File: config.mk
export PLATFORM = sky130hd
export DESIGN_NAME = ce_period_meter
export DESIGN_NICKNAME = d
export VERILOG_FILES = /design/src/rtl/ce_period_meter.sv
export SDC_FILE = /design/constraint.sdc
export NUM_CORES = 1
export LEC_CHECK = 0
export ABC_CLOCK_PERIOD_IN_PS = 2510
export CORE_MARGIN = 5
export CORE_UTILIZATION = 53
export DETAILED_ROUTE_END_ITERATION = 12
export PLACE_DENSITY = 0.84
export SETUP_SLACK_MARGIN = 0.4
export SLEW_MARGIN = 30
export SYNTH_ARGS = -nofsm -noshare
export SYNTH_HDL_FRONTEND = slang
export SYNTH_SLANG_ARGS = --single-unit
File: constraint.sdc
create_clock -name i_clk -period 2.51 [get_ports i_clk]
set_clock_uncertainty 0.05 [all_clocks]
set_input_delay 0.502 -clock i_clk [delete_from_list [all_inputs] [get_ports i_clk]]
set_output_delay 0.502 -clock i_clk [all_outputs]
set_load 0.005 [all_outputs]
File: src/rtl/ce_period_meter.sv
// ce_period_meter
//
// Measures the spacing of a clock-enable pulse stream. The reported divisor
// is the number of non-CE cycles between two consecutive i_ce pulses, so
// pulses D+1 cycles apart report D and back-to-back pulses report 0.
// The meter locks after LOCK_CNT consecutive equal measurements.
//
// Ports:
//   i_clk      single clock, all state changes on the rising edge
//   i_arstn    synchronous active-low reset (highest priority)
//   i_ce       pulse stream under measurement, synchronous to i_clk
//   i_clr      synchronous clear of measurement state and sticky timeout
//   o_div      last measured divisor (WIDTH bits, retained across clear/timeout)
//   o_valid    one-cycle pulse, o_div updated this cycle
//   o_lock     LOCK_CNT consecutive equal measurements seen
//   o_timeout  sticky: period counter saturated without a pulse
//
// Parameters:
//   WIDTH      width of the period counter and the divisor
//   LOCK_CNT   equal measurements needed for lock, 2..15

module ce_period_meter #(
    parameter int WIDTH    = 32,
    parameter int LOCK_CNT = 4
) (
    input  logic             i_clk,
    input  logic             i_arstn,
    input  logic             i_ce,
    input  logic             i_clr,
    output logic [WIDTH-1:0] o_div,
    output logic             o_valid,
    output logic             o_lock,
    output logic             o_timeout
);

    typedef enum logic [0:0] {
        IDLE    = 1'b0,
        MEASURE = 1'b1
    } state_t;

    localparam logic [3:0]       LOCK_MATCH = 4'(LOCK_CNT);
    localparam logic [WIDTH-1:0] CNT_MAX    = {WIDTH{1'b1}};
    localparam logic [WIDTH-1:0] CNT_ONE    = WIDTH'(1);

    state_t           state_r;
    logic [WIDTH-1:0] cnt_r;
    logic [3:0]       match_r;
    logic [3:0]       match_next_s;

    // Next match count for a measurement taken this cycle. match_r is zero
    // only before the first measurement after reset/clear/timeout, so a zero
    // value marks the first measurement and starts the run at one.
    always_comb begin
        match_next_s = 4'd1;
        if (match_r == 4'd0) begin
            match_next_s = 4'd1;
        end else if (cnt_r != o_div) begin
            match_next_s = 4'd1;
        end else if (match_r >= LOCK_MATCH) begin
            match_next_s = LOCK_MATCH;
        end else begin
            match_next_s = match_r + 4'd1;
        end
    end

    // Measurement FSM with all outputs registered; reset beats clear beats CE.
    always_ff @(posedge i_clk) begin
        if (!i_arstn) begin
            state_r   <= IDLE;
            cnt_r     <= '0;
            match_r   <= 4'd0;
            o_div     <= '0;
            o_valid   <= 1'b0;
            o_lock    <= 1'b0;
            o_timeout <= 1'b0;
        end else if (i_clr) begin
            state_r   <= IDLE;
            cnt_r     <= '0;
            match_r   <= 4'd0;
            o_valid   <= 1'b0;
            o_lock    <= 1'b0;
            o_timeout <= 1'b0;
        end else begin
            o_valid <= 1'b0;
            case (state_r)
                IDLE: begin
                    // First pulse only opens the measurement window.
                    cnt_r <= '0;
                    if (i_ce) begin
                        state_r <= MEASURE;
                    end else begin
                        state_r <= IDLE;
                    end
                end
                MEASURE: begin
                    if (i_ce) begin
                        // A pulse on the saturated count is still a valid
                        // measurement, it is not a timeout.
                        o_div   <= cnt_r;
                        o_valid <= 1'b1;
                        cnt_r   <= '0;
                        match_r <= match_next_s;
                        o_lock  <= (match_next_s == LOCK_MATCH);
                    end else if (cnt_r == CNT_MAX) begin
                        // Counter would wrap: give up and wait for a new
                        // first pulse. o_div keeps the last good value.
                        o_timeout <= 1'b1;
                        state_r   <= IDLE;
                        match_r   <= 4'd0;
                        o_lock    <= 1'b0;
                        cnt_r     <= '0;
                    end else begin
                        cnt_r <= cnt_r + CNT_ONE;
                    end
                end
                default: begin
                    state_r <= IDLE;
                    cnt_r   <= '0;
                    match_r <= 4'd0;
                    o_lock  <= 1'b0;
                end
            endcase
        end
    end

endmodule

* Yosys cells after proc, flatten, opt, wreduce, memory -nomap -nowiden *
Index checks and enable logic that the tools add are counted.

cells by class
  add/subtract/negate cells = 2
  order comparisons = 1
  eq/ne operators = 3
  muxes and demuxes = 14
  bitwise gates (word level) = 4
  reduce and logical (&&, ||, !) cells = 7

operators with widths
  cell                   number
  $mux 32                2
  $pmux 32 s2            1
  $add 32x1->32 const B  1
  $eq 32x32->1 const B   1
  $ne 32x32->1           1
  $mux 4                 5
  $reduce_and 3->1       2
  $mux 1                 5
  $add 4x1->4 const B    1
  $eq 4x3->1 const B     1
  $ge 4x3->1 const B     1
  $logic_not 4->1        1
  $not 1->1              4
  $reduce_or 3->1        1
  $pmux 1 s2             1
  $reduce_and 2->1       1
  $reduce_bool 2->1      1
  $reduce_or 2->1        1

word-level totals
  bits in registers = 72
  input bits = 4
  output and inout port bits = 35
  logic and storage cells = 38

* Longest topological paths before layout *
Gate-level depths: netlist (run 1).

  depth in word-level cells = 6
  mapped depth = 8

* Worst setup path after synthesis (run 1) *
Ideal clock, no wire load.

  path kind = flip-flop to flip-flop
  from = register cnt_r[14]
  to = register o_lock
  arrival = 1.640 ns
  data required time = 2.343 ns
  path slack = 0.703 ns
  cell stages (with the launch flop) = 7
  buffers on the path = 1
  period minus slack after synthesis = 1.807 ns
  path through = dfxtp_1 clkbuf_2 nand4_1 nor3b_4 a41oi_2 nand2b_4 a32o_1

on the way
  cells in the longest elaborated chain, start to end = 5
  elaborated cells on any way between the ends = 8

ends and longest elaborated chain
  element                 RTL line  text
  start, declared         46        logic [WIDTH-1:0] cnt_r;
  start signal, assigned  113       cnt_r <= cnt_r + CNT_ONE;
  $ne 32x32->1            57        end else if (cnt_r != o_div) begin
  $mux 4                  57
  $mux 4                  55        if (match_r == 4'd0) begin
  $eq 4x3->1              103       o_lock <= (match_next_s == LOCK_MATCH);
  $mux 1                  96        if (i_ce) begin
  end signal, assigned    103
  end, declared           32        output logic o_lock,

Several ways; a longest one is shown, not always the timed one.
A chain may end at the register's enable or synchronous reset.

* Worst setup path after layout (run 1) *
  from = register cnt_r[0]
  to = register cnt_r[30]

on the way
  cells in the longest elaborated chain, start to end = 4
  elaborated cells on any way between the ends = 5

ends and longest elaborated chain
  element                                        RTL line  text
  $add 32x1->32 or $eq 32x32->1 (tied branches)  113, 104
  $mux 32 *                                      104       end else if (cnt_r == CNT_MAX) begin
  $mux 32 *                                      96
  $pmux 32 s2 *                                  85        case (state_r)

Every way passes the cells marked *; elsewhere a longest branch is shown, timed or not.

==> results of run 1 <==
[registers in the layout, indices dropped and copies added, names as in the netlist]
name and cells:
match_r 4, o_div 32, cnt_r 32, o_valid 1, o_lock 1, o_timeout 1
state_r 1
[how the worst min path moves through the flow]
stage / endpoint / slack [ns] / cells past startpoint
after CTS: o_timeout / 0.44 / 1
final: o_timeout / 0.43 / 1
after detailed placement: o_timeout / 0.41 / 1
after floorplan: cnt_r[0] / 0.41 / 1
after global placement: o_timeout / 0.41 / 1
after global routing: o_timeout / 0.46 / 1
[power groups by stage]
stage / Clock, mW / Combinational [mW] / Sequential [mW]
floorplan: 0 / 0.0269 / 1.17
global placement: 0 / 0.0431 / 1.17
detailed placement: 0 / 0.0437 / 1.17
CTS: 0.948 / 0.0440 / 1.15
global route: 1.00 / 0.0480 / 1.15
finish: 0.931 / 0.0444 / 1.15
[synthesized netlist by cell type (all sizes together), types with 2 or more instances]
master,number,area [um^2]
nor2,36,135.1
a21oi,7,35.03
ha,3,37.54
nand2b,2,20.02
o21ai,4,20.02
a32o,2,20.02
nand3,18,100.1
nand4,12,75.07
a21boi,32,240.2
nor3b,2,26.28
and3,7,43.79
or2,3,18.77
xor2,49,429.2
or3,2,12.51
nor4,9,56.30
nor3,4,25.02
buf,10,50.05
inv,10,37.54
clkbuf,13,50.04
xnor2,10,87.58
nand2,71,266.5
and4,5,46.29
dfxtp,72,1441
[cell families (layout without fill, tap and decap cells)]
family | after synthesis | in the layout | share of synthesized area
buf+inv | 33 | 72 | 0.04104
fa+ha+maj | 3 | 3 | 0.01120
compound gates | 52 | 52 | 0.1131
flops | 72 | 72 | 0.4299
simple gates | 173 | 173 | 0.2507
xor+xnor | 59 | 59 | 0.1541
[worst max-delay path: stages, from the launching register on]
cell     delay [ns]
dfxtp_1        0.45
ha_1           0.25
and3_1         0.30
nand4_1        0.29
nor4_1         0.35
xnor2_1        0.16
nor2_1         0.05
[area by class of cell]
| type | instances | area, um^2 |
|---|---|---|
| flip-flops and latches | 72 | 1441 |
| clock buffers | 13 | 158.9 |
| repair buffers | 46 | 452.9 |
| multi-input cells | 287 | 1783 |
| well taps | 77 | 96.34 |
| inverters | 10 | 37.54 |
| fillers | 520 | 2231 |
| clock inverters | 3 | 40.04 |
[per-layer routing]
metal	wire [um]	up-vias
met3	476	19
met2	3684	70
li1	-	1377
met4	167	0
met5	0	-
met1	3474	1307
[stage by stage]
step | area, um^2 | setup WS (ns) | util | total power, mW | hold WS, ns
after global placement | 3790 | 0.3592 | 0.6073 | 1.215 | 0.4095
after floorplan | 3353 | 0.7026 | - | 1.198 | 0.4087
after CTS | 3989 | 0.4253 | 0.6391 | 2.137 | 0.4352
final | 4010 | 0.5001 | 0.6425 | 2.121 | 0.4272
after global routing | 4010 | 0.4053 | 0.6425 | 2.197 | 0.4556
after detailed placement | 3790 | 0.2994 | 0.6073 | 1.216 | 0.4121
[layout by cell type, fill, tap and decap left out, drive strengths merged, types with 3 or more instances in the layout]
cell type	synthesis	final
a21boi	32	32
a21oi	7	7
and3	7	7
and4	5	5
buf	10	8
clkbuf	13	13
clkdlybuf4s50	0	38
dfxtp	72	72
ha	3	3
inv	10	10
nand2	71	71
nand3	18	18
nand4	12	12
nor2	36	36
nor3	4	4
nor4	9	9
o21ai	4	4
or2	3	3
xnor2	10	10
xor2	49	49
[timing repair]
item                                   in CTS  in global routing
setup endpoints to repair                   0                 36
setup buffers                               0                  2
endpoints found under the hold margin       0                  0
resized for setup                           0                  1
==> metrics.md, run 1 <==
| Metric | Value |
|---|---|
| Outcome | `complete, no violations` |
| Switching power | `about 450 uW` |
| WS Path Type | `reg -> reg` |
| Initial Util | `0.5373` |
| Clk sinks | `72` |
| R2r setup slk | `0.50 ns` |
| Unique masters post-synth | `38` |
| Max clock buf depth | `2` |
| Syn_nets | `399` |
| Remaining Overflow, GRT | `0` |
| Syn avg cell area | `8.554 um^2` |
| Number of max-cap violations | `0` |
| WL/cell | `around 15 um` |
| Min Tclk post-route | `2.010 ns` |
| HP Class | `reg -> reg` |
| Number of CTS-inserted buffers | `9` |
| Final hold vios | `0` |
| Final Slew Violations | `0` |
| Final Wtd Congestion | `0.8735` |
| Ys async rst share | `0` |
| Max Fanout on Critical Path | `6` |
| CTS Hold Bufs | `0` |
| Least-Margin Pin Slew | `0.6516 ns` |
| Primary FF master, synth | `dfxtp_1` |
| Setup crit end | `cnt_r[30]` |
| Proportion of layout cells with a drive suffix above 1 | `0.07657` |
| EDFF count, synth | `0` |
| Met3 Usage GRT | `0.07281` |
| Pleak | `1.560 nW` |
| CP required | `approximately 2.7 ns` |
| Sequential share of the synthesized area | `0.4299` |
| Largest net degree at the start of global routing | `34` |
| RSZ-0062 raised after global routing | `no` |
| Via/cell ratio | `between 5 and 6` |
| Remaining DRCs | `0` |
| Initial DRC Count | `184` |
| Flop pwr share | `0.540` |
| Site Rows | `29` |
| Clk pin slew, worst setup/hold paths | `0.07 ns` |
| Critical R2R Launch | `cnt_r[0]` |
| R2R depth | `6` |
| Grt peak-use layer | `met2` |
| Total GRT Usage | `0.2130` |
| Drt total wl | `7.803 mm` |
| Core Box Area | `between 6000 and 7000 um^2` |
| Dpl hpwl | `around 5.3 mm` |
| Vias in the first global route | `2744` |
| Die area | `8017 um^2` |
| Ant diodes | `0` |
| Slew Limit Headroom | `0.5656` |
| Comb power frac | `0.021` |
| IO Pins | `39` |
| Mapped cell area | `around 3400 um^2` |
| Nets | `approximately 430` |
| CP endpoint kind | `flop` |
| Detailed-route via count | `2773` |
| Final Setup Violations | `0` |
| Global-route met1 utilization | `0.2559` |
| GR Util met2 | `0.3517` |
| CP startpoint kind | `flop` |
| Synth Instances | `392` |
| Htree depth | `3` |
| First-pass GRT wire length | `about 13 mm` |
| IO Port Bufs | `38` |
| Worst Setup SP | `cnt_r[0]` |
| Pre-Repair DR Iteration Count | `4` |
| Peak Freq | `about 500 MHz` |
| Die Width | `a little under 90 um` |
| #FFs+latches synth | `72` |
| CTS tree | `done` |
| Initial antenna violation count | `0` |
| Critical path arrival | `2.20 ns` |
| Worst hold start | `o_timeout` |
| Die height | `~90 um` |
| Layout Cells excl Fill | `508` |
| Synthesis-to-layout area growth | `19.59%` |
| Switching fraction of total power | `0.2112` |
| Final Cycle Share | `0.8008` |
| Internal power | `~1.7 mW` |
| DP Cell Count | `490` |
| Clock power share | `0.439` |
| Setup total negative slack | `0 ns` |
| Cell Pwr Density | `529.0 nW/um^2` |
| Worst r2r dst | `cnt_r[30]` |
| VDD IR-drop max | `0.4924 mV` |
| Root Driver | `clkbuf_8` |
| Number of antenna-violating nets in the routed design | `0` |
| YS warnings | `0` |
| Clock Latency Late Sink | `0.35 ns` |
(Power assumes the default switching activity.)
==> run 2: changes to the inputs <==
- ABC_CLOCK_PERIOD_IN_PS: 2510 -> 1850
- clock period: 2.51 -> 1.85 ns (I/O delays scaled with it)
==> metrics.md, run 2 (synthesis results as in run 1) <==
| Metric | Value |
|---|---|
| Outcome | `finished with violations` |
| Total GRT Usage | `0.3144 (+0.1014)` |
| Cell Pwr Density | `619.9 nW/um^2 (+17%)` |
| Most frequent CP cell | `buf_12` |
| VDD IR-drop max | `0.6401 mV (+30%)` |
| Core Box Area | `6241 um^2 (unchanged)` |
| Final Cycle Share | `1.081 (+0.2804)` |
| Tot Pwr | `3.176 mW (+50%)` |
| CP cell instances | `nand4_1 > nor3b_4 > a41oi_4 > nand3_2 > buf_12 > buf_12 > buf_16 > nor2_1` |
| Final Setup Violations | `38 (+38)` |
| Commonest non-fill, non-tap cell in the layout | `nand2_1` |
| Dpl hpwl | `6.112 mm (+15%)` |
| Number of antenna-violating nets in the routed design | `0 (unchanged)` |
| Htree depth | `3 (unchanged)` |
| Worst stage delay on the critical path | `0.45 ns (about the same)` |
| HP Class | `reg -> reg` |
| R2R depth | `8 (+2)` |
| CP endpoint kind | `flop` |
| Initial Util | `0.5373 (unchanged)` |
| Least-Margin Pin Slew | `0.4409 ns (-0.2107 ns)` |
| Crit-path slowest cell | `nor3b_4` |
| Remaining DRCs | `0 (unchanged)` |
| Critical path arrival | `2.21 ns (about the same)` |
| Final Wtd Congestion | `0.8720 (-0.17%)` |
| RSZ-0062 raised after global routing | `yes` |
| DR top layer | `met4` |
| Drt total wl | `13.43 mm (+72%)` |
| Clk pin slew, worst setup/hold paths | `0.07 ns (about the same)` |
| Initial antenna violation count | `0 (unchanged)` |
| Clk sinks | `72 (unchanged)` |
| Max Fanout on Critical Path | `8 (+2)` |
| Slew Limit Headroom | `0.7051 (+0.1395)` |
| Final instance area | `5124 um^2 (+28%)` |
| Failing checks | `setup timing` |
| Min Tclk post-route | `2.000 ns (-0.009700 ns)` |
| WL/cell | `23.31 um (+52%)` |
| Via/cell ratio | `6.255 (+15%)` |
| Nets | `502 (+16%)` |
| Remaining Overflow, GRT | `0 (unchanged)` |
| Proportion of layout cells with a drive suffix above 1 | `0.4188 (+0.3423)` |
| First-pass GRT wire length | `18.54 mm (+42%)` |
| Number of max-cap violations | `0 (unchanged)` |
| Final hold vios | `0 (unchanged)` |
| Largest registers | `cnt_r: 32 flops, o_div: 32 flops, match_r: 4 flops` |
| WS Path Type | `reg -> reg` |
| Root Driver | `clkbuf_8` |
| IO Port Bufs | `38 (unchanged)` |
| CTS tree | `done` |
| Largest net degree at the start of global routing | `34 (unchanged)` |
| IO Pins | `39 (unchanged)` |
| Max clock buf depth | `2 (unchanged)` |
| Synthesis-to-layout area growth | `52.80%` |
| Area of the multi-input gates | `2152 um^2 (+21%)` |
| CTS Hold Bufs | `0 (unchanged)` |
| WHS Path Cells | `2 (+1)` |
| Die area | `8017 um^2 (unchanged)` |
| Clock Latency Late Sink | `0.37 ns (+0.02 ns)` |
| Detailed-route via count | `3603 (+30%)` |
| DP Cell Count | `527 (+7.6%)` |
| Final worst slack | `-0.1502 ns (-0.6503 ns)` |
| Layout Cells excl Fill | `576 (+13%)` |
| Die Width | `89.54 um (unchanged)` |
| Final Slew Violations | `0 (unchanged)` |
| Setup total negative slack | `-3.490 ns (-3.490 ns)` |
| Dpl cell area | `4104 um^2 (+8.3%)` |
| CP startpoint kind | `flop` |
| Peak Freq | `499.9 MHz (+0.48%)` |
| Site Rows | `29 (unchanged)` |
| Pleak | `2.202 nW (+41%)` |
| Vias in the first global route | `3531 (+29%)` |
| Die height | `89.54 um (unchanged)` |
| Initial DRC Count | `442 (+140%)` |
| Met3 Routed Length | `1.228 mm (+160%)` |
| FILL cells | `334 (-36%)` |
| CP required | `2.06 ns (-0.64 ns)` |
| Number of CTS-inserted buffers | `9 (unchanged)` |
| Seq. cell area | `1531 um^2 (+6.3%)` |
| Ant diodes | `0 (unchanged)` |
| Commonest non-fill, non-tap cells in the layout | `nand2_1 (71), buf_4 (58), xor2_1 (45), dfxtp_2 (45), dlygate4sd2_1 (32)` |
| Met1 wire length | `4.981 mm (+43%)` |
| Pre-Repair DR Iteration Count | `5 (+1)` |
| Metal2 WL | `6.159 mm (+67%)` |
## run 2: worst paths after layout
| check | end | slack, ns | from |
|---|---|---|---|
| worst max-delay path | cnt_r[27] | -0.15 | cnt_r[15] |
| worst max register to register | cnt_r[27] | -0.15 | cnt_r[15] |
| worst min-delay path | o_div[7] | 0.43 | o_div[7] |
| worst min register to register | o_div[7] | 0.43 | o_div[7] |
## run 2: where the power goes
part | internal, mW | leakage, nW | total (mW) | switching, mW
sequential | 1.54 | 0.610 | 1.54 | 0.00276
clock | 0.927 | 0.117 | 1.53 | 0.606
combinational | 0.0487 | 1.48 | 0.104 | 0.0549
## run 2: layer usage
layer | GRT usage | up-vias
li1 | - | 1512
met2 | 0.5186 | 275
met1 | 0.3652 | 1712
met5 | 0 | -
met4 | 0.2057 | 0
met3 | 0.06728 | 104
## run 2: through the flow
| step | hold WS, ns | util | setup WS [ns] |
|---|---|---|---|
| final | 0.4309 | 0.8210 | -0.1502 |
| after detailed placement | 0.4133 | 0.6576 | -0.05146 |
| after global routing | 0.4547 | 0.8210 | -0.1574 |
| after global placement | 0.4096 | 0.6576 | -0.02496 |
| after floorplan | 0.4083 | - | 0.1250 |
| after CTS | 0.4229 | 0.7801 | 0.09712 |
## run 2: final cells by class
| cell class | count | area share |
|---|---|---|
| Tap cell | 77 | 0.01880 |
| Sequential cell | 72 | 0.2989 |
| Clock buffer | 12 | 0.02833 |
| Multi-Input combinational cell | 287 | 0.4200 |
| Inverter | 10 | 0.007326 |
| Clock inverter | 3 | 0.01758 |
| Timing Repair Buffer | 115 | 0.2090 |
## run 2: worst max-delay path, delay by kind of cell, from the launching register on
family	cells	cell delay, ns
AO/OA/AOI/OAI	1	0.19
buffers and inverters	3	0.35
flip-flops	1	0.39
AND/OR/NAND/NOR	4	0.89
## run 2: repair_timing
action,in CTS,in global routing
setup buffers,23,7
pin swaps,37,18
gates cloned,4,0
gates resized for setup,142,59
endpoints found under the setup margin,100,71
==> run 3: changes to the inputs <==
- CORE_UTILIZATION: 53 -> 50
- PLACE_DENSITY: 0.84 -> 0.8
==> metrics.md, run 3 (synthesis results as in run 1) <==
| Metric | Value |
|---|---|
| Initial antenna violation count | `0 (unchanged)` |
| Largest net degree at the start of global routing | `34 (unchanged)` |
| Proportion of layout cells with a drive suffix above 1 | `0.3113 (-0.1075)` |
| Largest registers | `cnt_r: 32 flops, o_div: 32 flops, match_r: 4 flops` |
| Remaining DRCs | `0 (unchanged)` |
| Number of antenna-violating nets in the routed design | `0 (unchanged)` |
| RSZ-0062 raised after global routing | `yes` |
| Clk pin slew, worst setup/hold paths | `0.08 ns (about the same)` |
| Initial Util | `0.5221 (-0.01518)` |
| Pleak | `2.068 nW (-6.1%)` |
| Ant diodes | `0 (unchanged)` |
| Least-Margin Pin Slew | `0.3611 ns (-0.07978 ns)` |
| Site Rows | `29 (unchanged)` |
| Die Width | `91.89 um (+2.6%)` |
| Root Driver | `clkbuf_8` |
| Total GRT Usage | `0.2208 (-0.09360)` |
| Die area | `8444 um^2 (+5.3%)` |
| Max Fanout on Critical Path | `6 (-2)` |
| Min Tclk post-route | `1.778 ns (-0.2222 ns)` |
| Crit-path slowest cell | `dfxtp_2` |
| Slew Limit Headroom | `0.7570 (+0.05196)` |
| Setup total negative slack | `0 ns (+3.490 ns)` |
| DP Cell Count | `529 (+0.38%)` |
| Nets | `487 (-3.0%)` |
| Via/cell ratio | `5.607 (-10%)` |
| Core Box Area | `6422 um^2 (+2.9%)` |
| Drt total wl | `9.601 mm (-28%)` |
| Crit-path leading delay family | `simple AND/OR/NAND/NOR gates` |
| IO Pins | `39 (unchanged)` |
| Clock power share | `0.440 (-0.043)` |
| CP cell instances | `and4_4 > nor3b_4 > buf_12 > nand3_2 > or3_1 > a21oi_2` |
| WL/cell | `17.08 um (-27%)` |
| Comb power frac | `0.029 (-0.004)` |
| Worst hold slack | `0.4254 ns (-0.005422 ns)` |
| Detailed-route via count | `3151 (-13%)` |
| CTS tree | `done` |
| Outcome | `complete, no violations` |
| Final hold vios | `0 (unchanged)` |
| Internal power | `2.274 mW (-9.5%)` |
| Final Wtd Congestion | `0.8242 (-5.5%)` |
| Critical path arrival | `2.01 ns (-0.20 ns)` |
| Clock Latency Late Sink | `0.36 ns (about the same)` |
| Die height | `91.89 um (+2.6%)` |
| Cell Pwr Density | `629.2 nW/um^2 (+1.5%)` |
| Peak Freq | `562.4 MHz (+12%)` |
| WS Path Type | `reg -> reg` |
| Number of CTS-inserted buffers | `9 (unchanged)` |
| Remaining Overflow, GRT | `0 (unchanged)` |
| Final Slew Violations | `0 (unchanged)` |
| Switching power | `635.6 uW (-4.2%)` |
| CP startpoint kind | `flop` |
| Worst stage delay on the critical path | `0.40 ns (-0.05 ns)` |
| VDD IR-drop max | `0.4346 mV (-32%)` |
| Switching fraction of total power | `0.2184 (+0.009641)` |
| IO Port Bufs | `38 (unchanged)` |
| Final Setup Violations | `0 (-100%)` |
| Clk sinks | `72 (unchanged)` |
| Vias in the first global route | `3076 (-13%)` |
| First-pass GRT wire length | `14.81 mm (-20%)` |
| WP buf/inv | `1 (-2)` |
| Commonest non-fill, non-tap cell in the layout | `nand2_1` |
| Flop pwr share | `0.531 (+0.046)` |
| Htree depth | `3 (unchanged)` |
| Synthesis-to-layout area growth | `37.91%` |
| HP Class | `reg -> reg` |
| Final Cycle Share | `0.9611 (-0.1201)` |
| Number of max-cap violations | `0 (unchanged)` |
| CP endpoint kind | `flop` |
| Post-layout util | `0.7200 (-0.1009)` |
| CP required | `2.08 ns (+0.02 ns)` |
| Initial DRC Count | `212 (-52%)` |
| Layout Cells excl Fill | `562 (-2.4%)` |
| Pre-Repair DR Iteration Count | `5 (unchanged)` |
| Commonest non-fill, non-tap cells in the layout | `nand2_1 (71), buf_4 (50), xor2_1 (49)` |
| Max clock buf depth | `2 (unchanged)` |
| Dpl hpwl | `6.071 mm (-0.67%)` |
-- run 3: cell count changes in the layout (fill, tap and decap cells not counted), sizes merged --
cell           change
dlymetal6s2s       -1
clkdlybuf4s50      +1
buf               -15
clkdlybuf4s15      -1
clkbuf             +1
clkinv             +2
dlygate4sd2        +1
bufinv             -2
-- run 3: area by class of cell --
class                      count  area [um^2]
fill                         459         1798
sequential                    72         1519
clock inverter                 3        40.04
inverter                      10        37.54
clock buffer                  13        158.9
multi-input combinational    287         1891
timing repair buffer         100        882.1
tap                           77        96.34
-- run 3: through the flow --
step / worst slack (ns) / power, mW / area (um^2)
CTS: 0.1139 / 2.900 / 4487
global placement: -0.04390 / 1.656 / 4119
floorplan: 0.1250 / 1.627 / 3390
global route: 0.002490 / 3.008 / 4624
detailed placement: -0.1218 / 1.658 / 4119
finish: 0.07196 / 2.910 / 4624
-- run 3: final timing paths --
kind / startpoint / endpoint / slack, ns / cells past startpoint
worst min register to register: cnt_r[0] / cnt_r[0] / 0.43 / 1
worst min-delay path: cnt_r[0] / cnt_r[0] / 0.43 / 1
worst max-delay path: cnt_r[10] / cnt_r[31] / 0.07 / 6
worst max register to register: cnt_r[10] / cnt_r[31] / 0.07 / 6
-- run 3: power groups by stage --
stage	logic (mW)	registers (mW)	clock network, mW
6_report	0.0840	1.54	1.28
5_1_grt	0.0892	1.54	1.37
4_1_cts	0.0695	1.55	1.28
3_5_place_dp	0.0674	1.59	0
3_3_place_gp	0.0657	1.59	0
2_1_floorplan	0.0369	1.59	0
-- run 3: timing repair --
item	CTS	global route
resized for setup	101	22
setup buffers	8	7
hold buffers	0	0
pin swaps	12	11
endpoints found under the setup margin	106	74
gates cloned	0	2
-- run 3: per-layer routing --
layer / share of wire / up-vias / global-route usage
li1: - / 1488 / -
met5: 0 / - / 0
met3: 0.052 / 31 / 0.05319
met2: 0.50 / 106 / 0.3674
met1: 0.41 / 1526 / 0.2691
met4: 0.039 / 0 / 0.1040
